### config.mk
export PLATFORM = sky130hd
export DESIGN_NAME = lsu_ctrl
export DESIGN_NICKNAME = d
export VERILOG_FILES = /design/src/rtl/lsu_pkg.sv /design/src/rtl/lsu_lane.sv /design/src/rtl/lsu_ctrl.sv
export SDC_FILE = /design/constraint.sdc
export NUM_CORES = 1
export LEC_CHECK = 0
export CAP_MARGIN = 5
export CORE_AREA = 8 8 135 137
export DETAILED_ROUTE_END_ITERATION = 7
export DIE_AREA = 0 0 143 145
export PLACE_DENSITY = 0.77
export SYNTH_ARGS = -nofsm -noshare
export SYNTH_HDL_FRONTEND = slang
export SYNTH_SLANG_ARGS = --single-unit
export TNS_END_PERCENT = 20
### constraint.sdc
create_clock -name clk -period 1.8 [get_ports clk]
set_input_delay 0.36 -clock clk [delete_from_list [all_inputs] [get_ports clk]]
set_output_delay 0.36 -clock clk [all_outputs]
set_load 0.005 [all_outputs]
### src/rtl/lsu_pkg.sv
// Shared types, funct3 encodings and the legality rule for the load/store unit.
package lsu_pkg;

  localparam int NUM_LANES = 4;

  typedef enum logic [2:0] {
    IDLE,
    LOAD,
    STORE_W,
    RMW_RD,
    RMW_WR,
    RESP
  } state_e;

  localparam logic [2:0] F3_B  = 3'b000;
  localparam logic [2:0] F3_H  = 3'b001;
  localparam logic [2:0] F3_W  = 3'b010;
  localparam logic [2:0] F3_BU = 3'b100;
  localparam logic [2:0] F3_HU = 3'b101;

  // Stores have no unsigned variants; loads reject 011/110/111.
  function automatic logic is_legal(input logic we, input logic [2:0] funct3);
    if (we) return funct3 inside {F3_B, F3_H, F3_W};
    return funct3 inside {F3_B, F3_H, F3_W, F3_BU, F3_HU};
  endfunction

endpackage

### src/rtl/lsu_lane.sv
// Byte-lane datapath: load extract/extend and sub-word store merge.
module lsu_lane
  import lsu_pkg::*;
#(
  parameter int DATA_W = 32
) (
  input  logic [DATA_W-1:0] word,
  input  logic [DATA_W-1:0] wdata,
  input  logic [1:0]        off,
  input  logic [2:0]        funct3,
  output logic [DATA_W-1:0] ldata,
  output logic [DATA_W-1:0] mdata
);

  logic [NUM_LANES-1:0][7:0] wl, dl, ml;
  logic [7:0]                b;
  logic [15:0]               h;

  assign wl    = word;
  assign dl    = wdata;
  assign mdata = ml;
  assign b     = wl[off];
  assign h     = off[1] ? word[DATA_W-1 -: 16] : word[15:0];

  // Per lane: replace the byte when the access covers it, else keep the old byte.
  // A word store covers every lane, so the same path serves SW.
  for (genvar i = 0; i < NUM_LANES; i++) begin : g_lane
    localparam logic HI = 1'((i / 2) % 2);
    logic       en;
    logic [7:0] nb;
    assign en    = (funct3[1:0] == 2'b00) ? (off == 2'(i)) :
                   (funct3[1:0] == 2'b01) ? (off[1] == HI) : 1'b1;
    assign nb    = (funct3[1:0] == 2'b00) ? dl[0] :
                   (funct3[1:0] == 2'b01) ? dl[i % 2] : dl[i];
    assign ml[i] = en ? nb : wl[i];
  end

  // Load result: signed variants replicate the top bit of the selected lane(s).
  always_comb begin
    ldata = word;
    case (funct3)
      F3_B:    ldata = {{(DATA_W-8){b[7]}}, b};
      F3_BU:   ldata = {{(DATA_W-8){1'b0}}, b};
      F3_H:    ldata = {{(DATA_W-16){h[15]}}, h};
      F3_HU:   ldata = {{(DATA_W-16){1'b0}}, h};
      default: ldata = word;
    endcase
  end

endmodule

### src/rtl/lsu_ctrl.sv
// Load/store control FSM between the MEM pipeline register and word-wide datamemory.
module lsu_ctrl
  import lsu_pkg::*;
#(
  parameter int ADDR_W    = 32,
  parameter int DATA_W    = 32,
  parameter int MEM_WORDS = 4198
) (
  input  logic              clk,
  input  logic              rst,
  input  logic              req_valid,
  output logic              req_ready,
  input  logic              req_we,
  input  logic [2:0]        req_funct3,
  input  logic [ADDR_W-1:0] req_addr,
  input  logic [DATA_W-1:0] req_wdata,
  output logic              resp_valid,
  output logic [DATA_W-1:0] resp_rdata,
  output logic              resp_err,
  output logic              mem_read,
  output logic              mem_write,
  output logic [ADDR_W-1:0] mem_addr,
  output logic [DATA_W-1:0] mem_wdata,
  input  logic [DATA_W-1:0] mem_rdata
);

  localparam logic [ADDR_W-1:0] WORDS = ADDR_W'(MEM_WORDS);

  state_e            state, nxt;
  logic              r_we, r_err;
  logic [2:0]        r_f3;
  logic [ADDR_W-1:0] r_addr, widx;
  logic [DATA_W-1:0] r_wdata, r_word;
  logic              acc, mis, err, mw;
  logic [DATA_W-1:0] ldata, mdata;

  assign req_ready = (state == IDLE) && !rst;
  assign acc       = req_valid && req_ready;
  assign widx      = {2'b00, req_addr[ADDR_W-1:2]};
  assign mem_addr  = {2'b00, r_addr[ADDR_W-1:2]};
  assign mem_wdata = mdata;
  assign mem_write = mw && !rst;

  // Alignment follows the access size encoded in funct3[1:0].
  always_comb begin
    mis = 1'b0;
    case (req_funct3[1:0])
      2'b01:   mis = req_addr[0];
      2'b10:   mis = |req_addr[1:0];
      default: mis = 1'b0;
    endcase
  end

  // Full-width word-index compare so huge addresses cannot wrap into range.
  assign err = !is_legal(req_we, req_funct3) || mis || (widx >= WORDS);

  lsu_lane #(.DATA_W(DATA_W)) u_lane (
    .word   (r_word),
    .wdata  (r_wdata),
    .off    (r_addr[1:0]),
    .funct3 (r_f3),
    .ldata  (ldata),
    .mdata  (mdata)
  );

  // State register, request latch, and capture of the word read from datamemory.
  always_ff @(posedge clk) begin
    if (rst) begin
      state   <= IDLE;
      r_we    <= 1'b0;
      r_err   <= 1'b0;
      r_f3    <= '0;
      r_addr  <= '0;
      r_wdata <= '0;
      r_word  <= '0;
    end else begin
      state <= nxt;
      if (acc) begin
        r_we    <= req_we;
        r_err   <= err;
        r_f3    <= req_funct3;
        r_addr  <= req_addr;
        r_wdata <= req_wdata;
      end
      if (mem_read) r_word <= mem_rdata;
    end
  end

  // Next state and per-state strobes; rejected accesses go straight to RESP.
  always_comb begin
    nxt        = state;
    mem_read   = 1'b0;
    mw         = 1'b0;
    resp_valid = 1'b0;
    resp_err   = 1'b0;
    resp_rdata = '0;
    case (state)
      IDLE: begin
        if (acc) begin
          if (err)                     nxt = RESP;
          else if (!req_we)            nxt = LOAD;
          else if (req_funct3 == F3_W) nxt = STORE_W;
          else                         nxt = RMW_RD;
        end
      end
      LOAD: begin
        mem_read = 1'b1;
        nxt      = RESP;
      end
      STORE_W: begin
        mw  = 1'b1;
        nxt = RESP;
      end
      RMW_RD: begin
        mem_read = 1'b1;
        nxt      = RMW_WR;
      end
      RMW_WR: begin
        mw  = 1'b1;
        nxt = RESP;
      end
      RESP: begin
        resp_valid = 1'b1;
        resp_err   = r_err;
        resp_rdata = (r_we || r_err) ? '0 : ldata;
        nxt        = IDLE;
      end
      default: nxt = IDLE;
    endcase
  end

endmodule

Word-level counts from Yosys, hierarchy flattened
Cells that the tools add are included.
{"block": "classes", "order_cmp": 2, "muxes": 34, "n_eq_ne": 19, "bitwise_logic": 1, "reduce_logical": 19}
{"operator": "$pmux 32 s4", "n": 1}
{"operator": "$mux 8", "n": 10}
{"operator": "$mux 32", "n": 2}
{"operator": "$ge 30x13->1 const B", "n": 1}
{"operator": "$eq 3x3->1 const B", "n": 6}
{"operator": "$bmux 8 s2", "n": 1}
{"operator": "$mux 16", "n": 1}
{"operator": "$mux 1", "n": 14}
{"operator": "$eq 3x1->1 const B", "n": 3}
{"operator": "$eq 3x2->1 const B", "n": 3}
{"operator": "$logic_not 3->1", "n": 3}
{"operator": "$pmux 3 s3", "n": 1}
{"operator": "$eq 2x1->1 const B", "n": 3}
{"operator": "$eq 2x2->1 const B", "n": 3}
{"operator": "$mux 3", "n": 2}
{"operator": "$reduce_or 2->1", "n": 3}
{"operator": "$reduce_bool 5->1", "n": 1}
{"operator": "$logic_not 2->1", "n": 2}
{"operator": "$logic_and 1x1->1", "n": 3}
{"operator": "$logic_or 1x1->1", "n": 3}
{"operator": "$lt 2x3->1 const B", "n": 1}
{"operator": "$reduce_bool 3->1", "n": 1}
{"operator": "$reduce_or 3->1", "n": 1}
{"operator": "$logic_not 1->1", "n": 2}
{"operator": "4 further kinds", "n": 4}
{"block": "totals", "out_inout_bits": 101, "in_bits": 103, "ff_bits": 104, "wordCells": 82}

Logic depth before layout (Yosys ltp)
{"block": "depth", "depth_word": 10, "depth_mapped": 8, "mapped_depth_nobuf": 6}

Cells and area by module
A second synthesis with hierarchy kept.
{"block": "unflattened", "hier_cells": 757, "hier_area_um2": 5950.7}
{"module": "lsu_ctrl", "cells_per_inst": 559, "seq_area_each_um2": 2082.0, "instances": 1, "area_each_um2": 4339.2}
{"module": "lsu_lane", "cells_per_inst": 198, "seq_area_each_um2": 0.0, "instances": 1, "area_each_um2": 1611.5}

Least setup slack after synthesis
OpenSTA, ideal clock, no wires.
{"block": "synth_path", "path_kind": "reg2out", "startpoint": "register state[2]", "endpoint": "output port resp_rdata[21]", "n_path_buf": 3, "required_time_ns": 1.440, "arrival_time_ns": 1.434, "path_slack_ns": 0.006, "stages_incl_launch_ff": 8, "cell_sequence": "dfxtp_1 -> buf_2 -> nand3b_1 -> or3_1 -> buf_2 -> a21o_4 -> buf_6 -> a21oi_2"}
{"block": "synth_via", "elab_chain_cells": 2}
{"item": "from (decl)", "line": "lsu_ctrl.sv:29", "text": "state_e state, nxt;"}
{"item": "from (signal assigned)", "line": "lsu_ctrl.sv:77", "text": "state <= nxt;"}
{"item": "$eq 3x3->1", "line": "lsu_ctrl.sv:97", "text": "case (state)"}
{"item": "$mux 32", "line": "lsu_ctrl.sv:97"}
{"item": "to (decl)", "line": "lsu_ctrl.sv:18", "text": "output logic [DATA_W-1:0] resp_rdata,"}
No other way between the ends.

Worst setup path in the final report
{"block": "layout_path", "startpoint": "register r_addr[0]", "endpoint": "output port resp_rdata[17]"}
{"block": "layout_via", "elab_chain_cells": 5}
{"item": "from (decl)", "line": "lsu_ctrl.sv:32", "text": "logic [ADDR_W-1:0] r_addr, widx;"}
{"item": "from (signal assigned)", "line": "lsu_ctrl.sv:82", "text": "r_addr <= req_addr;"}
{"item": "$bmux 8 s2", "line": "lsu_lane.sv:22", "text": "assign b = wl[off];"}
{"item": "$mux 8 (implied by the code)", "line": "lsu_lane.sv:22"}
{"item": "$pmux 32 s4", "line": "lsu_lane.sv:41", "text": "case (funct3)"}
{"item": "$mux 32", "line": "lsu_ctrl.sv:125", "text": "resp_rdata = (r_we || r_err) ? '0 : ldata;"}
{"item": "$mux 32", "line": "lsu_ctrl.sv:97"}
No other way between the ends. The select of a mux whose other input is x is not followed.

==> results <==
- The clock latency on the worst-skew pair is 360 ps.
- The element type at the critical path end is an output port.
- The level count of the clock H-tree is 3.
- The register cell area after layout is 2100 um^2.
- The average wire per standard cell is 18.4 um.
- The first-pass GRT wire length is 34800 um.
- The synthesized netlist occupies a cell area of 5520 um^2.
- The type of the most critical hold path is register to register.
- Setup repair after global routing could not meet its margin everywhere.
- After layout, the minimum clock period comes to 2280 ps.
- The end of the worst register-to-register path is r_we.
- The total routing usage reported by global routing is 0.215.
- The number of antenna diodes in the final layout is 0.
- Of the cells placed in the final design, the portion with a size suffix greater than 1 is 0.323.
- The clock skew is 9.04 ps.
- The via count of the first global-routing pass is 6347.
- Counting the fill cells in the layout gives 1462.
- After synthesis the netlist holds a flip-flop and latch count of 104.
- Total power for the finished layout comes to 6.52 mW.
- The vertical die dimension is 145 um.
- The maximum number of pins on one net before global-route repair is 49.
- The critical path is of the register to output port type.
- The reg2reg setup slack is 170 ps.
- The buffer and inverter count on the worst path is 2.
- The achievable clock frequency is 438 MHz.
- The count of placed standard cells including taps is 1197.
- Of all nets on the critical path, the largest fanout is 7.
- The number of endpoints with negative hold slack in the final report is 0.
- The number of buffers inserted by port buffering is 201.
- The async set or reset register ratio after synthesis is 0.
- For hold timing, the worst endpoint is r_addr[5].
- Counting cells, the worst reg-to-reg path comes to 7.
- In this run, distinct cell masters in the synthesized netlist total 49.
- In this design, the largest share of critical-path delay is due to multiplexers.
- The average instance in the mapped netlist occupies 7.37 um^2.
- The first routing iteration left 374 violations.
- The final critical-path share of the clock period is 1.27.
- The maximum resistive drop on vdd is 0.521 mV.
- The die outline area is 20700 um^2.
- The CTS tree is done.
- In this run the remaining antenna-violating nets after routing total 0.
- The top flip-flop cell by instance count after synthesis is sky130_fd_sc_hd__dfxtp_1.
- On the worst path, the slowest cell contributes a delay of 590 ps.
- After the flow finishes, the layout carries non-filler instances totaling 1244.
- For this design, the sink count on the clock tree is 104.
- The data required time at the worst endpoint is 1440 ps.
- The number of clock buffers added by TritonCTS is 9.
- The HPWL after detailed placement is 17000 um.
- For this run, the register share of the synthesized area comes to 0.377.
- STA puts the critical path data arrival time at 1920 ps.
- The number of max-capacitance violations reported is 0.
- In this run the cell area measured after placement is 8240 um^2.
- The slowest stage cell on the critical path is sky130_fd_sc_hd__mux4_2.
- For this run the aggregate overflow at the end of global routing stands at 0.
- The final net count is 1125.
- STA classifies the critical path startpoint as a register.
- The share of the core filled with cells in the final layout is 0.560.
- The run finished, with violations left.
- In this run the critical register-to-register path is launched from state[0].
- For this configuration, the core starts out at a cell density of 0.341.
- The number of standard-cell rows in the floorplan is 47.
- The slack of the critical path is -484 ps.
- The most common library cell in the layout ignoring fill and taps is sky130_fd_sc_hd__nand2_1.
- The worst hold path begins at r_addr[5].
- The overall via count from detail_route is 6248.
- Traced cell by cell, the critical path runs through mux4_2 -> nand2_4 -> a21o_4 -> buf_4 -> a21oi_2 -> buf_2.
- The gate count of the mapped netlist is 749.
- The initial antenna violation count came to 1.
- The horizontal extent of the die is 143 um.
- The setup TNS after final layout is -22110 ps.
- Buffers inserted to repair hold after CTS numbered 0.
- The detailed-route wire length is 22800 um.
- The top cell types in the final layout, fill and taps aside, are 222 x sky130_fd_sc_hd__nand2_1, 132 x sky130_fd_sc_hd__clkdlybuf4s50_1, 107 x sky130_fd_sc_hd__buf_4, 97 x sky130_fd_sc_hd__dfxtp_1, 56 x sky130_fd_sc_hd__o21ai_0.
- The post-route DRC violation count is 0.
- The number of vias per cell after detailed routing is 5.02.
- The master cell of the clock root buffer is sky130_fd_sc_hd__clkbuf_16.
- Setup violations remaining at the end of the flow were counted as 64.
- The power per cell area is 720 nW/um^2.
- The synthesis-to-finish area growth is 64.1%.
- The maximum clock insertion buffer count is 2.
- After floorplanning, the core was sized to cover 16200 um^2.
- Once layout is done, the placed cells without fillers occupy 9060 um^2.
- During synthesis, Yosys emitted a total of 0 warnings.
- The checks that failed: setup timing.
- The number of max-slew violations in the final report is 0.
- After clock tree synthesis, the clock-pin slew on the worst setup and hold paths is 70 ps.
- The worst hold path cell count is 2.
- In the final layout, the multi-input gates occupy 3240 um^2.
- The iteration count of the initial detailed-routing pass is 5.
- The leakage power summed over all cells is 3.57 nW.
- The final weighted congestion in routability-driven placement is 0.908.
- For this design the top-level I/O count stands at 204.
- The number of flops mapped to enable cells by yosys is 0.
final cells by class:
class,count,share of cell area
clock buffer,12,0.0272
timing repair buffer,343,0.334
multi-input combinational,536,0.357
inverter,25,0.0104
tap,220,0.0304
sequential,104,0.232
clock inverter,4,0.00856
logic make-up after synthesis:
kind of cell / Yosys count / share of synthesized area
fa+ha+maj: 3 / 0.00680
flops: 104 / 0.377
simple gates: 299 / 0.222
buf+inv: 111 / 0.111
other cells: 1 / 0.000679
compound gates: 189 / 0.195
xor+xnor: 1 / 0.00159
mux: 41 / 0.0864
what timing repair did:
action,4_1_cts,5_1_grt
endpoints found under the setup margin,70,71
pin swaps,14,14
gates cloned,4,0
buffers inserted,21,6
gates resized for setup,324,76
sequential cells by signal, summed over array words and instances (netlist names):
signal and cells:
r_f3 3, r_wdata 32, r_we 1, r_err 1
state 3, r_word 32, r_addr 32
where the power goes:
group / total [mW] / switching, mW / internal, mW
clock network: 2.18 / 0.910 / 1.27
logic: 1.77 / 0.848 / 0.921
registers: 2.58 / 0.120 / 2.46
total: 6.52 / 1.88 / 4.64
cell usage after synthesis, types with 3 or more instances:
cell type,instances,area share
sky130_fd_sc_hd__a2111oi_1,3,0.0054
sky130_fd_sc_hd__o21ai_0,77,0.070
sky130_fd_sc_hd__nand2_1,241,0.16
sky130_fd_sc_hd__nor3_1,4,0.0036
sky130_fd_sc_hd__buf_4,32,0.044
sky130_fd_sc_hd__nor4_1,4,0.0045
sky130_fd_sc_hd__a32oi_1,4,0.0063
sky130_fd_sc_hd__a21oi_1,57,0.052
sky130_fd_sc_hd__mux2_2,13,0.027
sky130_fd_sc_hd__nand3_1,10,0.0091
sky130_fd_sc_hd__nor2_1,20,0.014
sky130_fd_sc_hd__clkbuf_2,4,0.0036
sky130_fd_sc_hd__clkbuf_1,23,0.016
sky130_fd_sc_hd__inv_1,24,0.016
sky130_fd_sc_hd__mux2i_1,24,0.044
sky130_fd_sc_hd__o21ai_1,15,0.014
sky130_fd_sc_hd__buf_2,19,0.017
sky130_fd_sc_hd__a31oi_1,13,0.015
sky130_fd_sc_hd__mux4_2,4,0.016
sky130_fd_sc_hd__ha_1,3,0.0068
sky130_fd_sc_hd__dfxtp_1,104,0.38
sky130_fd_sc_hd__a21oi_2,12,0.019
sky130_fd_sc_hd__buf_6,6,0.012
worst reg2reg max path, delay by kind of cell (launching register included):
kind | cells | cell delay (ps)
DFF | 1 | 310
AOI/OAI and AO/OA | 1 | 130
buffers and inverters | 3 | 530
and+or+nand+nor | 3 | 580
how the worst max path moves through the flow:
stage / cells after the start / from / end / slack [ps]
floorplan: 7 / state[2] / resp_rdata[21] / 6
global placement: 5 / state[1] / resp_rdata[20] / -460
detailed placement: 5 / state[1] / resp_rdata[17] / -510
CTS: 7 / state[1] / resp_rdata[21] / -530
global route: 7 / r_f3[1] / resp_rdata[7] / -570
finish: 6 / r_addr[0] / resp_rdata[17] / -480
per-layer routing:
layer  wire, um  vias to the layer above  track usage
li1           -                     3015            -
met4        903                        2       0.0941
met3       2520                       66       0.0932
met5         13                        -            0
met1       8500                     2884        0.230
met2      10900                      281        0.359
stage by stage:
stage          setup WS [ps]  hold slack [ps]
5_1_grt                 -570              465
2_1_floorplan           6.09              429
3_3_place_gp            -462              435
4_1_cts                 -533              450
3_5_place_dp            -513              440
6_report                -484              449
Power figures use the tool's default switching activity.
